$ cat src/rtl/lif_scheduler.sv
// Time-multiplexed leaky-integrate-and-fire scheduler: one shared update datapath swept over NUM_NEURONS stored states.
// Optional refractory counters are compiled in with `define LIF_REFRACTORY_EN.
module lif_scheduler #(
    parameter int NUM_NEURONS = 4,
    parameter int IDX_W       = 2,
    parameter int THR_RESET   = 230,
    parameter int REFRAC      = 2
) (
    input  logic                   clk,
    input  logic                   rst_n,
    input  logic                   start,
    output logic                   cur_ready,
    output logic [IDX_W-1:0]       cur_idx,
    input  logic                   cur_valid,
    input  logic [7:0]             cur_data,
    input  logic                   thr_we,
    input  logic [7:0]             thr_data,
    output logic                   busy,
    output logic                   done,
    output logic [NUM_NEURONS-1:0] spike_vec,
    input  logic [IDX_W-1:0]       rd_idx,
    output logic [7:0]             rd_state
);

    localparam logic [1:0] S_IDLE   = 2'd0;
    localparam logic [1:0] S_FETCH  = 2'd1;
    localparam logic [1:0] S_UPDATE = 2'd2;
    localparam logic [1:0] S_DONE   = 2'd3;

    logic [1:0]                  state_q, state_d;
    logic [IDX_W-1:0]            idx_q, idx_d;
    logic [7:0]                  cur_q, cur_d;
    logic [7:0]                  thr_q, thr_d;
    logic [NUM_NEURONS-1:0][7:0] mem_q, mem_d;
    logic [NUM_NEURONS-1:0]      spk_q, spk_d;

    logic [7:0] s_cur, c_eff, nxt_state;
    logic [9:0] sum;
    logic       fire;

    assign s_cur = mem_q[idx_q];
    assign fire  = (s_cur >= thr_q);

`ifdef LIF_REFRACTORY_EN
    localparam int RW = (REFRAC < 2) ? 1 : $clog2(REFRAC + 1);
    logic [NUM_NEURONS-1:0][RW-1:0] ref_q, ref_d;
    logic                           refr;

    assign refr  = (ref_q[idx_q] != '0);
    assign c_eff = refr ? 8'd0 : cur_q;

    always_comb begin
        ref_d = ref_q;
        if (state_q == S_UPDATE) begin
            if (fire)      ref_d[idx_q] = RW'(REFRAC);
            else if (refr) ref_d[idx_q] = ref_q[idx_q] - 1'b1;
        end
    end

    always_ff @(posedge clk or negedge rst_n) begin
        if (!rst_n) ref_q <= '0;
        else        ref_q <= ref_d;
    end
`else
    localparam int unused_refrac = REFRAC;
    assign c_eff = cur_q;
`endif

    // Leak is s*(7/8) approximated by three shifts; 10 bits cannot overflow (max 476).
    assign sum       = {2'b00, c_eff} + {3'b000, s_cur[7:1]} + {4'b0000, s_cur[7:2]} + {5'b00000, s_cur[7:3]};
    assign nxt_state = fire ? 8'd0 : ((sum > 10'd255) ? 8'hFF : sum[7:0]);

    always_comb begin
        state_d = state_q;
        idx_d   = idx_q;
        cur_d   = cur_q;
        thr_d   = thr_q;
        mem_d   = mem_q;
        spk_d   = spk_q;
        case (state_q)
            S_IDLE: begin
                if (thr_we) thr_d = thr_data;
                if (start) begin
                    state_d = S_FETCH;
                    idx_d   = '0;
                    spk_d   = '0;
                end
            end
            S_FETCH: begin
                if (cur_valid) begin
                    cur_d   = cur_data;
                    state_d = S_UPDATE;
                end
            end
            S_UPDATE: begin
                mem_d[idx_q] = nxt_state;
                if (fire) spk_d[idx_q] = 1'b1;
                if (idx_q == IDX_W'(NUM_NEURONS - 1)) begin
                    state_d = S_DONE;
                end else begin
                    idx_d   = idx_q + 1'b1;
                    state_d = S_FETCH;
                end
            end
            S_DONE: begin
                state_d = S_IDLE;
                idx_d   = '0;
            end
            default: state_d = S_IDLE;
        endcase
    end

    always_ff @(posedge clk or negedge rst_n) begin
        if (!rst_n) begin
            state_q <= S_IDLE;
            idx_q   <= '0;
            cur_q   <= '0;
            thr_q   <= 8'(THR_RESET);
            mem_q   <= '0;
            spk_q   <= '0;
        end else begin
            state_q <= state_d;
            idx_q   <= idx_d;
            cur_q   <= cur_d;
            thr_q   <= thr_d;
            mem_q   <= mem_d;
            spk_q   <= spk_d;
        end
    end

    assign cur_ready = (state_q == S_FETCH);
    assign cur_idx   = idx_q;
    assign busy      = (state_q != S_IDLE);
    assign done      = (state_q == S_DONE);
    assign spike_vec = spk_q;
    assign rd_state  = ({1'b0, rd_idx} < (IDX_W + 1)'(NUM_NEURONS)) ? mem_q[rd_idx] : 8'd0;

endmodule

$ cat config.mk
export PLATFORM = sky130hd
export DESIGN_NAME = lif_scheduler
export DESIGN_NICKNAME = d
export VERILOG_FILES = /design/src/rtl/lif_scheduler.sv
export SDC_FILE = /design/constraint.sdc
export NUM_CORES = 1
export LEC_CHECK = 0
export ABC_CLOCK_PERIOD_IN_PS = 14100
export BUFFER_PORTS_ARGS = -buffer_cell sky130_fd_sc_hd__buf_2
export CAP_MARGIN = 20
export CORE_ASPECT_RATIO = 0.75
export CORE_MARGIN = 2
export CORE_UTILIZATION = 40
export DETAILED_ROUTE_END_ITERATION = 10
export PLACE_DENSITY = 0.61
export SYNTH_ARGS = -nofsm -noshare
export SYNTH_HDL_FRONTEND = slang
export SYNTH_SLANG_ARGS = --single-unit
$ cat constraint.sdc
create_clock -name clk -period 14.1 [get_ports clk]
set_clock_uncertainty 0.1 [all_clocks]
set_input_delay 2.82 -clock clk [delete_from_list [all_inputs] [get_ports clk]]
set_output_delay 2.82 -clock clk [all_outputs]
set_load 0.01 [all_outputs]
==> results.md <==
- Sequential area share after synthesis: 39.3%
- Worst-path clk slew: 0.08 ns
- Pre-antenna DRT Iters: 4
- Setup TNS: 0 ns
- Headroom to the max-slew limit: 40.6%
- RePlAce Congestion: 0.857
- Max Clk Rate: 0.148 GHz
- Syn nets: 396
- Unrepaired setup endpoints after global routing: false
- Clock Sinks: 56
- Vias in the first global route: 2,660
- First-pass GRT wire length: 14,000 µm
- Pre-CTS setup slack: 7.34 ns
- I/O pin total: 40
- Routed wire per std cell: 17.8 µm
- Postcts setup bufs: 0
- Synth warnings: 0
- Async S/R FF share, synth: 100%
- # diodes: 0
- Worst r2r path cells: 11
- Final setup vio count: 0
- Routed vias/inst: 5.58
- Hold path endpoint: spike_vec[2]
- Final Hold Fails: 0
- Clk root buf: clkbuf_16
- Largest net degree at the start of global routing: 57
- Startpoint Class: input pin
- Cells after synthesis: 338
- Max Slew Vio Count: 0
- Core area: 0.00860 mm²
- Grt total ovfl: 0
- Req. time, crit path: 11.18 ns
- R2r setup slk: 8.89 ns
- Critical path class: input pin to output port
- Clock Tree Buf Depth: 2
- RR Startpoint: cur_idx[0]
- Syn Std Cell Area: 0.00359 mm²
- Distinct cells, synth: 40
- Layout Nets: 428
- DRC viols: 0
- Initial antenna violation count: 0
- Via count: 2,675
- Die area: 0.00975 mm²
- Die H: 86 µm
- Crit. End Element: output port
- Rows: 29
- Main synth FF type: dfrtp_1
- Tot GR Track Use: 18.9%
- R2R Path End: mem_q[6]
- Status: finished clean
- Port bufs: 39
- Layout cell share with drive strength beyond 1: 22.1%
- Hold Crit Depth: 1
- Starting Density: 41.7%
- Drt initial violations: 210
- Synthesized area per cell: 10.6 µm²
- Routed wire length: 8530 µm
- Hold_sp: spike_vec[2]
- Hold_buf cts: 0
- Worst-Margin Slew: 0.891 ns
- EDFF count, synth: 0
- Tcrit/Tclk final: 47.9%
- CTS tree: yes
- Setup ws final: 7.34 ns
- Depth of the CTS H-tree: 2
- Post-CTS Resized: 0
- Max FO, Critical Path: 8
- # Max-Cap Violations: 0
- Fin crit period: 6.76 ns
- Classification of the worst-slack hold path: register to register
- Yosys reg bits: 56
- DP Wirelength: 6180 µm
- ANT nets after route: 0
- Die extent in x: 113 µm
- Clock Latency Late Sink: 0.31 ns
- Area grow syn2layout: 11.9%
- CP arrival: 3.84 ns
- Total CTS buffers: 5
critical path, stage by stage:
cell and delay (ns):
buf_2 0.27, mux4_2 0.57, buf_2 0.16
registers in the layout (all words and copies together), names as in the netlist:
signal,cells
c_eff,8
cur_idx,2
mem_q,32
spike_vec,4
state_q,2
thr_q,8
metrics by stage:
step	hold WS (ns)	utilization, %	area (µm²)	instances
global placement	0.372	44.9	3860	471
finish	0.388	46.7	4010	479
CTS	0.392	46.7	4010	479
global route	0.419	46.7	4010	479
floorplan	0.379	-	3590	338
detailed placement	0.374	44.9	3860	471
layout by cell type (no fill, tap or decap), types with 2 or more instances in the layout:
master / instances
o31a_1: 2
nand3_1: 6
o21ai_0: 14
fa_1: 11
inv_1: 38
nor3_1: 2
o22ai_1: 20
mux2_2: 10
mux4_2: 16
dfstp_2: 5
xor2_1: 2
nor2b_1: 2
nor2_1: 34
and2_1: 2
clkbuf_16: 5
a211oi_1: 2
xnor2_1: 2
and2_0: 4
a21oi_1: 26
buf_2: 39
nand2_1: 17
dfrtp_1: 51
a311oi_1: 12
ha_1: 24
a22o_1: 2
o21a_1: 6
final cells by class:
type                       instances  area, µm²
multi-input combinational        229       1980
timing repair buffer              40        203
clock buffer                       5        125
clock inverter                     3       22.5
tap                              108        135
fill                             797       4590
inverter                          38        143
sequential                        56       1410
metal layers:
metal  share of wire, %  wire length [µm]  global-route usage (%)  up-vias
met1                 49              4210                    28.6     1307
met4                1.2               106                    4.43        0
met5                  0                 0                       0        -
met2                 42              3610                    26.4       75
met3                7.1               603                    5.87        9
li1                   -                 -                       -     1284
kinds of logic after synthesis:
logic type,count (synthesis),share of synthesized area [%]
xor gates and xnor gates,4,0.977
AOI/OAI and AO/OA,89,16.3
adders and majority gates,35,14.5
buffers and inverters,53,5.62
and+or+nand+nor,74,9.91
muxes,27,13.5
DFF,56,39.3
synthesized netlist by cell type, types with 10 or more instances:
cell type / instances / area share (%)
mux2_2: 10 / 3.1
a21oi_1: 26 / 3.6
inv_1: 38 / 4.0
ha_1: 24 / 8.4
a311oi_1: 12 / 2.9
clkbuf_1: 11 / 1.2
nand2_1: 17 / 1.8
o21ai_0: 14 / 2.0
dfrtp_1: 51 / 36
fa_1: 11 / 6.1
nor2_1: 34 / 3.6
mux4_2: 16 / 10
o22ai_1: 20 / 3.5
how the worst max path moves through the flow:
stage | slack, ns | endpoint | from
3_5_place_dp | 7.34 | rd_state[6] | rd_idx[0]
5_1_grt | 7.30 | rd_state[6] | rd_idx[0]
2_1_floorplan | 7.34 | rd_state[0] | rd_idx[0]
3_3_place_gp | 7.34 | rd_state[6] | rd_idx[0]
4_1_cts | 7.34 | rd_state[6] | rd_idx[0]
6_report | 7.34 | rd_state[6] | rd_idx[0]
Power is left out: the tool's default activity adds up to more than one toggle a clock period on the data nets, which glitch-free logic cannot reach.
